===== src/rtl/xfetch.sv =====
// -----------------------------------------------------------------------------
// xfetch - instruction fetch stage in front of the program ROM.
//
// Owns the program counter and drives the ROM read address every cycle. The
// ROM returns a registered word one cycle later. That word is captured into an
// output register and handed to decode together with the address it came from.
//
// Decode back-pressure (stall) is handled by replaying the word that was in
// flight when the output register filled up. A taken branch redirects the PC
// and squashes both the in-flight word and the output word.
//
// Ports:
//   clk          system clock; all state changes on the rising edge
//   rst_n        asynchronous, active-low reset
//   stall        decode cannot accept the current instruction this cycle
//   branch_en    taken branch/jump; redirects fetch on this edge
//   branch_addr  branch target address
//   pc           ROM read address (the pc_q register)
//   rom_instr    ROM data for the address presented one cycle earlier
//   instr        registered instruction to decode
//   instr_pc     address of instr
//   instr_valid  instr holds a live instruction
// -----------------------------------------------------------------------------

`ifndef PROG_ROM_ADDR_W
`define PROG_ROM_ADDR_W 8
`endif

`ifndef INSTR_W
`define INSTR_W 16
`endif

module xfetch #(
    parameter int                ADDR_W    = `PROG_ROM_ADDR_W,
    parameter int                INSTR_W   = `INSTR_W,
    parameter logic [ADDR_W-1:0] BOOT_ADDR = '0
) (
    input  logic               clk,
    input  logic               rst_n,
    input  logic               stall,
    input  logic               branch_en,
    input  logic [ADDR_W-1:0]  branch_addr,
    output logic [ADDR_W-1:0]  pc,
    input  logic [INSTR_W-1:0] rom_instr,
    output logic [INSTR_W-1:0] instr,
    output logic [ADDR_W-1:0]  instr_pc,
    output logic               instr_valid
);

    // Fetch pipeline: pc_q is on the ROM address bus, fpc_q/fvalid_q describe
    // the word currently on rom_instr.
    logic [ADDR_W-1:0]  pc_q,          pc_d;
    logic [ADDR_W-1:0]  fpc_q,         fpc_d;
    logic               fvalid_q,      fvalid_d;

    // Output register towards decode.
    logic [INSTR_W-1:0] instr_q,       instr_d;
    logic [ADDR_W-1:0]  instr_pc_q,    instr_pc_d;
    logic               instr_valid_q, instr_valid_d;

    // The output register can take a new word when it is empty or when its
    // current word is consumed on this edge.
    logic               accept;

    always_comb begin
        accept        = !instr_valid_q || !stall;

        pc_d          = pc_q;
        fpc_d         = fpc_q;
        fvalid_d      = fvalid_q;
        instr_d       = instr_q;
        instr_pc_d    = instr_pc_q;
        instr_valid_d = instr_valid_q;

        if (branch_en) begin
            // Redirect wins over stall: both the in-flight word and the
            // word waiting in the output register belong to the old path.
            pc_d          = branch_addr;
            fvalid_d      = 1'b0;
            instr_valid_d = 1'b0;
        end else if (accept) begin
            if (fvalid_q) begin
                instr_d       = rom_instr;
                instr_pc_d    = fpc_q;
                instr_valid_d = 1'b1;
            end else begin
                instr_valid_d = 1'b0;
            end
            fpc_d    = pc_q;
            fvalid_d = 1'b1;
            pc_d     = pc_q + ADDR_W'(1);
        end else begin
            // Output register is full and held. The word on rom_instr has
            // nowhere to go, so drop it and re-issue its address; the ROM
            // then returns it again once decode frees up. With nothing in
            // flight the PC simply waits.
            if (fvalid_q) begin
                pc_d     = fpc_q;
                fvalid_d = 1'b0;
            end
        end
    end

    always_ff @(posedge clk or negedge rst_n) begin
        if (!rst_n) begin
            pc_q          <= BOOT_ADDR;
            fpc_q         <= '0;
            fvalid_q      <= 1'b0;
            instr_q       <= '0;
            instr_pc_q    <= '0;
            instr_valid_q <= 1'b0;
        end else begin
            pc_q          <= pc_d;
            fpc_q         <= fpc_d;
            fvalid_q      <= fvalid_d;
            instr_q       <= instr_d;
            instr_pc_q    <= instr_pc_d;
            instr_valid_q <= instr_valid_d;
        end
    end

    assign pc          = pc_q;
    assign instr       = instr_q;
    assign instr_pc    = instr_pc_q;
    assign instr_valid = instr_valid_q;

endmodule


===== config.mk =====
export PLATFORM = sky130hd
export DESIGN_NAME = xfetch
export DESIGN_NICKNAME = d
export VERILOG_FILES = /design/src/rtl/xfetch.sv
export SDC_FILE = /design/constraint.sdc
export NUM_CORES = 1
export LEC_CHECK = 0
export BUFFER_PORTS_ARGS = -buffer_cell sky130_fd_sc_hd__buf_2
export CORE_MARGIN = 1.5
export CORE_UTILIZATION = 30
export DETAILED_ROUTE_END_ITERATION = 12
export SETUP_SLACK_MARGIN = 0.2
export SYNTH_ARGS = -nofsm -noshare
export SYNTH_HDL_FRONTEND = slang
export SYNTH_SLANG_ARGS = --single-unit

===== constraint.sdc =====
create_clock -name clk -period 1.29 [get_ports clk]
set_input_delay 0.129 -clock clk [delete_from_list [all_inputs] [get_ports clk]]
set_output_delay 0.129 -clock clk [all_outputs]
set_load 0.05 [all_outputs]

After elaboration in Yosys (flattened, before gate mapping)
Index checks and enable logic that the tools add are counted.
{"block": "word_totals", "register_bits": 42, "in_bits": 28, "word_cells": 23}
{"block": "op_classes", "add_sub_neg": 1, "mux": 8, "n_bitwise": 1, "reduce_logical": 7}
{"op": "$mux 8", "count": 3}
{"op": "$add 8x1->8 const B", "count": 1}
{"op": "$mux 1", "count": 5}
{"op": "$reduce_and 3->1", "count": 1}
{"op": "$reduce_bool 3->1", "count": 1}
{"op": "$logic_not 1->1", "count": 2}
{"op": "$reduce_and 2->1", "count": 1}
{"op": "$reduce_bool 2->1", "count": 1}
{"op": "$logic_or 1x1->1", "count": 1}
{"op": "$not 1->1", "count": 1}

Longest topological paths before layout
{"block": "depth", "ltp_word": 4, "mapped_depth": 6}

Least setup slack after synthesis
No wires, ideal clock.
{"block": "synth_timing", "kind": "reg2reg", "from": "register instr_valid_q (netlist: instr_valid)", "to": "register fpc_q[4]", "arrival_time_ps": 1465, "t_required_ps": 1165, "slack_ps": -299, "stages_incl_launch_ff": 4, "path_cell_list": "dfrtp_1 a21oi_4 buf_2 mux2_2"}
{"block": "synth_between", "elab_chain_len": 3}
{"element": "start, declared", "line_no": "59", "rtl": "logic instr_valid_q, instr_valid_d;"}
{"element": "start signal, assigned", "line_no": "118", "rtl": "instr_valid_q <= instr_valid_d;"}
{"element": "$logic_not 1->1", "line_no": "66", "rtl": "accept = !instr_valid_q || !stall;"}
{"element": "$logic_or 1x1->1", "line_no": "66"}
{"element": "$reduce_and 2->1 (no source line)"}
{"element": "end signal, assigned", "line_no": "114", "rtl": "fpc_q <= fpc_d;"}
{"element": "end, declared", "line_no": "53", "rtl": "logic [ADDR_W-1:0] fpc_q, fpc_d;"}
No other way between the ends.
A chain may end at the register's enable or synchronous reset.

Worst setup path in the final report
{"block": "layout_timing", "from": "register instr_valid_q (netlist: instr_valid)", "to": "register instr_pc_q[1] (netlist: instr_pc[1])"}
{"block": "layout_between", "elab_chain_len": 3}
{"element": "$logic_not 1->1", "line_no": "66"}
{"element": "$logic_or 1x1->1", "line_no": "66"}
{"element": "$reduce_and 3->1 (no source line)"}
{"element": "end signal, assigned", "line_no": "117", "rtl": "instr_pc_q <= instr_pc_d;"}
{"element": "end, declared", "line_no": "58", "rtl": "logic [ADDR_W-1:0] instr_pc_q, instr_pc_d;"}
No other way between the ends.

==> impl_metrics.env <==
export IMPL_cts_buffers=5
export IMPL_wl_mm=4.40
export IMPL_synth_seq_cells=42
export IMPL_startpoint_type="flop"
export IMPL_syn2layout_area_growth_pct=39.1
export IMPL_final_cells=305
export IMPL_finalCritPeriodShare=1.01
export IMPL_synthArstFlopShare=1.00
export IMPL_gp_congestion=0.768
export IMPL_syn_area_sq_um=1960
export IMPL_chipHeight_um=83.8
export IMPL_cts_sinks=42
export IMPL_io_pins=61
export IMPL_slew_headroom=0.784
export IMPL_die_x_um=83.8
export IMPL_fin_util=0.431
export IMPL_yosysTopAreaCell="dfrtp_1"
export IMPL_required_ns=1.46
export IMPL_slew_viol_final=0
export IMPL_synth_nets=179
export IMPL_hpwl_mm=3.00
export IMPL_violations="negative setup slack"
export IMPL_rows=29
export IMPL_synth_cell_types=34
export IMPL_place_ws_ns=-0.0378
export IMPL_gr_total_overflow=0
export IMPL_grt_pass1_wl_mm=7.30
export IMPL_synth_most_common_cell="dfrtp_1"
export IMPL_clock_path_buffers=2
export IMPL_clkTransAtPathRegs_ns=0.08
export IMPL_setup_viol_count_final=4
export IMPL_wl_per_cell_um=14.4
export IMPL_irDropWorstVdd_v=0.00126
export IMPL_synth_ff_type="dfrtp_1"
export IMPL_clock_skew_ns=0.00609
export IMPL_p_per_area_nw_per_um2=1680
export IMPL_period_needed_ns=1.30
export IMPL_ys_warnings_count=0
export IMPL_htreeDepth=2
export IMPL_track_usage=0.132
export IMPL_via_count=1466
export IMPL_synth_edf_count=0
export IMPL_firstDrtPassIters=4
export IMPL_ys_seq_area_frac=0.537
export IMPL_synth_top_cell_area_share=0.537
export IMPL_end_kind="flop"
export IMPL_synth_cells=150
export IMPL_die_area_sq_um=7020
export IMPL_antenna_found_initial=0
export IMPL_first_global_vias=1417
export IMPL_synth_avg_cell_area_sq_um=13.0
export IMPL_tightestPinTransition_ns=0.322
export IMPL_vias_per_cell=4.81
export IMPL_cts_tree="built"
export IMPL_p_leak_nw=1.32
export IMPL_cts_root_buf="clkbuf_8"
export IMPL_rsz0062_at_grt="true"
export IMPL_cp_arrival_ns=1.47
export IMPL_hold_path_class="primary input to flop"
export IMPL_grt_max_degree=43
export IMPL_drive_above_1_share=0.618
export IMPL_initial_utilization=0.310
export IMPL_synth_common_cells="dfrtp_1 (42), mux2_4 (19), mux2_2 (14)"
export IMPL_synthTopCellsByArea="dfrtp_1 (54%), mux2_4 (15%), mux2_2 (8.1%), nand2_1 (2.1%), nor2b_1 (1.9%)"
export IMPL_nets=257
export IMPL_drcViolationCount=0
export IMPL_drtIter0Drc=65
export IMPL_max_freq_mhz=771
export IMPL_crit_path_max_fanout=16
export IMPL_coreArea_sq_um=6310
export IMPL_port_buffers=60
export IMPL_drtAntennaViolNets=0
export IMPL_worst_setup_path_type="flop to flop"
export IMPL_dp_cells=290
export IMPL_clk_latency_ns=0.29
export IMPL_p_total_mw=4.58
export IMPL_finalHoldViolCount=0
export IMPL_drv_cap=0
export IMPL_insertedDiodeCount=0
export IMPL_fin_setup_tns_ns=-0.0162
export IMPL_setup_ws_ns=-0.00753
export IMPL_status="finished, violations left"
registers in the layout (all words and copies together) (netlist names):
signal / count
pc: 8
instr_valid: 1
fpc_q: 8
fvalid_q: 1
instr_pc: 8
instr: 16
logic make-up after synthesis:
family	after synthesis	share of synthesized area
flops	42	0.537
compound gates	24	0.0959
simple gates	38	0.0959
fa+ha+maj	1	0.00639
buf+inv	11	0.0333
mux	34	0.231
layout make-up:
class                      instances  area [sq um]
timing repair buffer              80           573
inverter                           2          7.51
multi-input combinational         97           905
fill                             614          3590
tap                               77          96.3
clock buffer                       5          68.8
clock inverter                     2          10.0
sequential                        42          1060
worst max-delay path, cell delays in order (launching register included):
cell and delay [ns]:
dfrtp_2 0.44, a21oi_4 0.19, nand2_4 0.08, buf_12 0.16, mux2_4 0.30
where the power goes:
part           internal (mW)  switching [mW]
clock network          0.364           0.453
registers               1.61           0.220
logic                  0.738            1.20
total                   2.71            1.87
path summary, 6_finish.rpt:
path,from,to,slack (ns),depth (start not counted)
setup / recovery,instr_valid,instr_pc[1],-0.008,4
hold / removal,branch_addr[1],pc[1],0.06,3
setup reg to reg,instr_valid,instr_pc[1],-0.008,4
hold reg to reg,instr[12],instr[12],0.50,1
max in group asynchronous,rst_n,pc[4],0.72,3
min in group asynchronous,rst_n,instr_pc[7],0.34,3
layout by cell type, fill, tap and decap left out, types with 2 or more instances in the layout:
master	count
o21ai_0	2
nand4_1	3
a31oi_1	2
buf_2	46
buf_12	2
clkbuf_8	5
mux2_4	20
buf_8	3
nor2_1	9
dfrtp_1	34
a21oi_1	2
dfrtp_2	8
nor2b_1	5
nand2_1	10
mux2_2	13
clkinv_2	2
buf_4	13
inv_1	2
o31ai_1	3
o31ai_4	2
o21ai_1	3
nor3_1	3
clkbuf_4	5
buf_6	10
stage by stage:
stage	cell area (sq um)	hold slack [ns]
final	2720	0.0581
after global routing	2720	0.0504
after CTS	2660	0.0530
after detailed placement	2430	0.125
after global placement	2430	0.125
after floorplan	1980	-0.167
repair_timing:
action	in CTS	in global routing
cloned	0	0
hold buffers	1	0
gates resized for setup	37	12
endpoints found under the setup margin	49	54
buffers inserted	4	3
pin swaps	5	1
hold endpoints to repair	42	0
per-layer routing:
| metal | global-route usage | part of all wire | vias to the layer above |
|---|---|---|---|
| li1 | - | - | 692 |
| met1 | 0.187 | 0.47 | 726 |
| met2 | 0.197 | 0.47 | 43 |
| met3 | 0.0356 | 0.055 | 5 |
| met4 | 0.0373 | 0.0082 | 0 |
| met5 | 0 | 0 | - |
(Power assumes the default switching activity.)
